## src/rtl/des_pkg.sv

```systemverilog
// Shared constants, tables and helpers for the DES key schedule and round engine.
package des_pkg;

    localparam int DES_ROUNDS = 16;
    localparam int HALF_W     = 28;
    localparam int SUBKEY_W   = 48;

    // Per-delivery-index rotate amounts; decrypt walks the encrypt schedule backwards.
    localparam logic [1:0] LSHIFT [16] = '{
        2'd1, 2'd1, 2'd2, 2'd2, 2'd2, 2'd2, 2'd2, 2'd2,
        2'd1, 2'd2, 2'd2, 2'd2, 2'd2, 2'd2, 2'd2, 2'd1
    };
    localparam logic [1:0] RSHIFT [16] = '{
        2'd0, 2'd1, 2'd2, 2'd2, 2'd2, 2'd2, 2'd2, 2'd2,
        2'd1, 2'd2, 2'd2, 2'd2, 2'd2, 2'd2, 2'd2, 2'd1
    };

    // Permutation tables in standard DES numbering (bit 1 = MSB).
    localparam int PC1_TAB [56] = '{
        57, 49, 41, 33, 25, 17,  9,
         1, 58, 50, 42, 34, 26, 18,
        10,  2, 59, 51, 43, 35, 27,
        19, 11,  3, 60, 52, 44, 36,
        63, 55, 47, 39, 31, 23, 15,
         7, 62, 54, 46, 38, 30, 22,
        14,  6, 61, 53, 45, 37, 29,
        21, 13,  5, 28, 20, 12,  4
    };

    localparam int PC2_TAB [48] = '{
        14, 17, 11, 24,  1,  5,
         3, 28, 15,  6, 21, 10,
        23, 19, 12,  4, 26,  8,
        16,  7, 27, 20, 13,  2,
        41, 52, 31, 37, 47, 55,
        30, 40, 51, 45, 33, 48,
        44, 49, 39, 56, 34, 53,
        46, 42, 50, 36, 29, 32
    };

    typedef enum logic [1:0] {
        S_IDLE  = 2'd0,
        S_ROUND = 2'd1,
        S_DONE  = 2'd2
    } des_state_e;

    function automatic logic [HALF_W-1:0] rotl28(input logic [HALF_W-1:0] x,
                                                 input logic [1:0] n);
        logic [HALF_W-1:0] r;
        case (n)
            2'd0:    r = x;
            2'd1:    r = {x[26:0], x[27]};
            2'd2:    r = {x[25:0], x[27:26]};
            default: r = {x[24:0], x[27:25]};
        endcase
        return r;
    endfunction

    function automatic logic [HALF_W-1:0] rotr28(input logic [HALF_W-1:0] x,
                                                 input logic [1:0] n);
        logic [HALF_W-1:0] r;
        case (n)
            2'd0:    r = x;
            2'd1:    r = {x[0], x[27:1]};
            2'd2:    r = {x[1:0], x[27:2]};
            default: r = {x[2:0], x[27:3]};
        endcase
        return r;
    endfunction

endpackage

```

## src/rtl/des_pc1.sv

```systemverilog
// DES permuted choice 1: 64-bit key to 56-bit C||D, parity bits dropped.
module des_pc1
    import des_pkg::*;
(
    input  logic [63:0] key,
    output logic [55:0] pc1
);

    // DES bit n lives at key[64-n]; output bit 1 lands at pc1[55].
    for (genvar i = 0; i < 56; i++) begin : g_pc1
        assign pc1[55-i] = key[64-PC1_TAB[i]];
    end

    logic unused_parity;
    assign unused_parity = ^{key[56], key[48], key[40], key[32],
                             key[24], key[16], key[8],  key[0]};

endmodule

```

## src/rtl/des_pc2.sv

```systemverilog
// DES permuted choice 2: 56-bit C||D to 48-bit round subkey (bit 47 = PC2 bit 1).
module des_pc2
    import des_pkg::*;
(
    input  logic [55:0]         cd,
    output logic [SUBKEY_W-1:0] subkey
);

    for (genvar j = 0; j < SUBKEY_W; j++) begin : g_pc2
        assign subkey[SUBKEY_W-1-j] = cd[56-PC2_TAB[j]];
    end

    // CD bits 9,18,22,25,35,38,43,54 are not selected by PC2.
    logic unused_cd;
    assign unused_cd = ^{cd[47], cd[38], cd[34], cd[31],
                         cd[21], cd[18], cd[13], cd[2]};

endmodule

```

## src/rtl/des_key_scheduler.sv

```systemverilog
// DES key schedule sequencer: one PC2 subkey per round over valid/ready,
// K1..K16 for encrypt or K16..K1 for decrypt.
//
//   state   | meaning
//   --------+----------------------------------------------------------
//   S_IDLE  | waiting for start; key and decrypt sampled here only
//   S_ROUND | presenting subkey round_idx, advancing C/D on each accept
//   S_DONE  | one-cycle done pulse after the last subkey is accepted
module des_key_scheduler
    import des_pkg::*;
#(
    parameter int NUM_ROUNDS = DES_ROUNDS
) (
    input  logic                clk,
    input  logic                rst,
    input  logic                start,
    input  logic                decrypt,
    input  logic [63:0]         key,
    output logic [SUBKEY_W-1:0] subkey,
    output logic                subkey_valid,
    input  logic                subkey_ready,
    output logic [3:0]          round_idx,
    output logic                busy,
    output logic                done
);

    localparam logic [3:0] LAST_IDX = 4'(NUM_ROUNDS - 1);

    des_state_e         state;
    logic [HALF_W-1:0]  c_q;
    logic [HALF_W-1:0]  d_q;
    logic               dec_q;
    logic [55:0]        pc1_w;
    logic [HALF_W-1:0]  pc1_c;
    logic [HALF_W-1:0]  pc1_d;
    logic [3:0]         next_idx;
    logic [1:0]         shamt;

    des_pc1 u_pc1 (
        .key (key),
        .pc1 (pc1_w)
    );

    des_pc2 u_pc2 (
        .cd     ({c_q, d_q}),
        .subkey (subkey)
    );

    assign pc1_c    = pc1_w[55:28];
    assign pc1_d    = pc1_w[27:0];
    assign next_idx = round_idx + 4'd1;

    // Amount applied when moving from the current subkey to the next one.
    always_comb begin
        shamt = 2'd0;
        if (dec_q) begin
            shamt = RSHIFT[next_idx];
        end else begin
            shamt = LSHIFT[next_idx];
        end
    end

    always_ff @(posedge clk) begin
        if (rst) begin
            state        <= S_IDLE;
            c_q          <= '0;
            d_q          <= '0;
            dec_q        <= 1'b0;
            round_idx    <= '0;
            subkey_valid <= 1'b0;
            busy         <= 1'b0;
            done         <= 1'b0;
        end else begin
            case (state)
                S_IDLE: begin
                    done <= 1'b0;
                    if (start) begin
                        dec_q        <= decrypt;
                        // Unrotated PC1 already equals C16/D16 (total shift is 28).
                        if (decrypt) begin
                            c_q <= pc1_c;
                            d_q <= pc1_d;
                        end else begin
                            c_q <= rotl28(pc1_c, LSHIFT[0]);
                            d_q <= rotl28(pc1_d, LSHIFT[0]);
                        end
                        round_idx    <= '0;
                        subkey_valid <= 1'b1;
                        busy         <= 1'b1;
                        state        <= S_ROUND;
                    end
                end

                S_ROUND: begin
                    if (subkey_ready) begin
                        if (round_idx == LAST_IDX) begin
                            subkey_valid <= 1'b0;
                            done         <= 1'b1;
                            round_idx    <= '0;
                            state        <= S_DONE;
                        end else begin
                            if (dec_q) begin
                                c_q <= rotr28(c_q, shamt);
                                d_q <= rotr28(d_q, shamt);
                            end else begin
                                c_q <= rotl28(c_q, shamt);
                                d_q <= rotl28(d_q, shamt);
                            end
                            round_idx <= next_idx;
                        end
                    end
                end

                S_DONE: begin
                    done  <= 1'b0;
                    busy  <= 1'b0;
                    state <= S_IDLE;
                end

                default: begin
                    subkey_valid <= 1'b0;
                    busy         <= 1'b0;
                    done         <= 1'b0;
                    round_idx    <= '0;
                    state        <= S_IDLE;
                end
            endcase
        end
    end

endmodule
```

## config.mk

```make
export PLATFORM = sky130hd
export DESIGN_NAME = des_key_scheduler
export DESIGN_NICKNAME = d
export VERILOG_FILES = /design/src/rtl/des_pkg.sv /design/src/rtl/des_pc1.sv /design/src/rtl/des_pc2.sv /design/src/rtl/des_key_scheduler.sv
export SDC_FILE = /design/constraint.sdc
export NUM_CORES = 1
export LEC_CHECK = 0
export BUFFER_PORTS_ARGS = -buffer_cell sky130_fd_sc_hd__buf_2
export CORE_MARGIN = 2
export CORE_UTILIZATION = 40
export DETAILED_ROUTE_END_ITERATION = 8
export GPL_ROUTABILITY_DRIVEN = 0
export PLACE_DENSITY = 0.72
export RECOVER_POWER = 100
export SYNTH_ARGS = -nofsm -noshare
export SYNTH_HDL_FRONTEND = slang
export SYNTH_HIERARCHICAL = 1
export SYNTH_SLANG_ARGS = --single-unit
```

## constraint.sdc

```tcl
create_clock -name clk -period 6.7 [get_ports clk]
set_clock_uncertainty 0.1 [all_clocks]
set_input_delay 0.67 -clock clk [delete_from_list [all_inputs] [get_ports clk]]
set_output_delay 0.67 -clock clk [all_outputs]
set_load 0.1 [all_outputs]
```

==> results.toml <==
[sta]
rsz0062_at_grt = "false"
slew_violations = 348
finalCritPeriodShare = 0.7853
tightest_slew_ns = 3.536
tns_ns = 0
max_freq_mhz = 190.1
period_needed_ns = 5.261
hold_violations = 0
relSlewSlack = -1.358
finalSetupViolations = 0

[die]
coreArea_um2 = 16580
floorplan.initialDensity = 0.4098
rows = 47
dieWidth_um = 134.3
io_pins = 124
die_h_um = 134.3
dieArea_um2 = 18050

[clocking]
h-tree-depth = 3
hold_buffers = 0
post_cts_buffers = 0
cts_sinks = 66
cts_tree = "built"
cts_buffer_depth = 2
clk_latency_ns = 0.35
cts_buffers = 9
root_buffer = "clkbuf_16"
postCtsResizedCells = 0
cts.clk_slew.worst_paths_ns = 0.06

[global_route]
antenna_found_initial = 0
grt-busiest-layer = "met2"
grt_pass1_vias = 6291
gr-usage-met1 = 0.3059
grt.total_usage = 0.2329
met3_usage = 0.04875
grt_pass1_wl_um = 33950
overflow = 0
grt_max_degree = 117
use_met2 = 0.3790

[layout]
fin_util = 0.4107
nets = 906
fillers = 1751
layout-drive-gt1-share = 0.1386
diodes = 0
areaGrowthSynthToFinish_pct = 0.2209

[pwr]
p_per_area_nw_per_um2 = 258.2
pwr-share-comb = 0.396
p_int_w = 0.0009786
p_leak_nw = 2.350
seqPwrFrac = 0.290
ir_drop_uv = 147.9
p_clk_frac = 0.314
sw_frac_of_total = 0.4436
p_switching_w = 0.0007801

[worst_setup_path]
max_stage_delay_ns = 2.46
crit_chain = "buf_2, clkbuf_1, nor2_1, o2111ai_1, o211ai_2"
crit_fanout = 77
startpoint_type = "input port"
cp.arrival_ns = 5.36
crit_buf_inv = 2
required_ns = 6.80
crit_path_end_kind = "flip-flop"
criticalPathCategory = "in -> reg"
cp_top_family = "buffers and inverters"
slowest_stage = "clkbuf_1"

[yosys]
synthTopCellsByCount = "buf_4, nand2_1, dfxtp_1"
synthFlopType = "dfxtp_1"
ys_warn_count = 6
synthesis.area_um2 = 6795
synth_most_common_cell = "buf_4"
avgSynthCellArea_um2 = 7.592
ys_top_cells_by_area = "dfxtp_1, buf_4, mux2i_1"
ys_seq_elements = 66
synth_top_area_share = 0.1944
synth_nets = 969
synth-edff-count = 0
synthCells = 895
synth_seq_area_share = 0.1944
async_reset_ff_frac = 0
synth_area_leader_cell = "dfxtp_1"
ys_types = 51

[route]
postRouteAntennaNets = 0
dr_total_vias = 6822
remaining_drc_errors = 0
avgViaCountPerCell = 6.454
routed_wl_um = 21320
drt_first_pass_iters = 6
dr.first_iter.drc_count = 884
wl_per_cell_um = 20.17

[place]
dpl.hpwl_um = 13330
port_buffers = 115

[min_path]
hp-class = "reg -> reg"

[outcome]
status = "complete, but fails checks"
failed_checks = "max-capacitance violations, max-slew violations"

[run]
cap_viol_max_count = 5
state kept, by name, summed over array words and instances, names as in the netlist:
signal        flops
dec_q             1
c_q              28
round_idx         4
subkey_valid      1
busy              1
done              1
state             2
d_q              28
per-layer routing:
| metal | vias to the layer above | part of all wire |
|---|---|---|
| met1 | 3242 | 0.42 |
| met5 | - | 0 |
| met3 | 37 | 0.082 |
| met2 | 373 | 0.48 |
| li1 | 3170 | - |
| met4 | 0 | 0.024 |
power by group through the flow:
stage	clock network [W]	registers [W]	logic (W)
finish	0.000552	0.000511	0.000696
global route	0.000572	0.000517	0.000745
CTS	0.000554	0.000505	0.000702
detailed placement	0	0.000513	0.000699
global placement	0	0.000513	0.000691
floorplan	0	0.000501	0.000624
worst register-to-register path: cells and delay by family (launching register included):
family	cells	cell delay, ns
mux	1	0.50
fa+ha+maj	2	1.96
simple gates	1	0.14
buf+inv	2	0.94
flops	1	0.46
compound gates	5	0.71
cells in the final DEF (no fill, tap or decap), types with 15 or more instances in the layout:
cell type  instances
a221oi_1          40
a21oi_1           58
o21ai_0           44
a22oi_1           52
nand2_1          102
clkbuf_1          56
nand2b_1          15
nor2_1            16
o2111ai_1         21
nand3b_1          15
mux2i_1           42
o211ai_1          32
nand3_1           22
nand4_1           18
dfxtp_1           65
nor2b_1           24
buf_2             59
stage by stage:
stage          std cells  hold WS, ns  power, W  instance area, um^2  worst slack (ns)
2_1_floorplan        895       0.3709  0.001125                 6795             2.678
3_3_place_gp        1041       0.3762  0.001205                 6600             2.516
3_5_place_dp        1041       0.3923  0.001212                 6600             2.522
4_1_cts             1057       0.4003  0.001761                 6939             2.497
5_1_grt             1057       0.4395  0.001834                 6810             1.138
6_report            1057       0.4037  0.001759                 6810             1.439
layout make-up:
class,instances,area [um^2],share of cell area
flip-flops and latches,66,1323,0.1942
multi-input cells,618,4252,0.6243
well taps,220,275.3,0.04042
inverters,13,48.80,0.007165
repair buffers,124,573.1,0.08414
clock buffers,12,266.5,0.03913
clock inverters,4,72.57,0.01066
kinds of logic (layout without fill, tap and decap cells):
logic type	count (synthesis)	count (layout)	synth area share
adders and majority gates	5	5	0.009206
buffers and inverters	211	153	0.1795
and+or+nand+nor	250	250	0.1902
muxes	56	56	0.09501
DFF	66	66	0.1944
xor gates and xnor gates	1	1	0.001289
AOI/OAI and AO/OA	306	306	0.3303
worst paths after layout:
kind	cells past startpoint	startpoint	endpoint	slack [ns]
min	2	busy	busy	0.40
min reg2reg	2	busy	busy	0.40
max	5	rst	d_q[6]	1.44
max reg2reg	11	round_idx[0]	c_q[17]	1.60
Power figures use the tool's default switching activity.
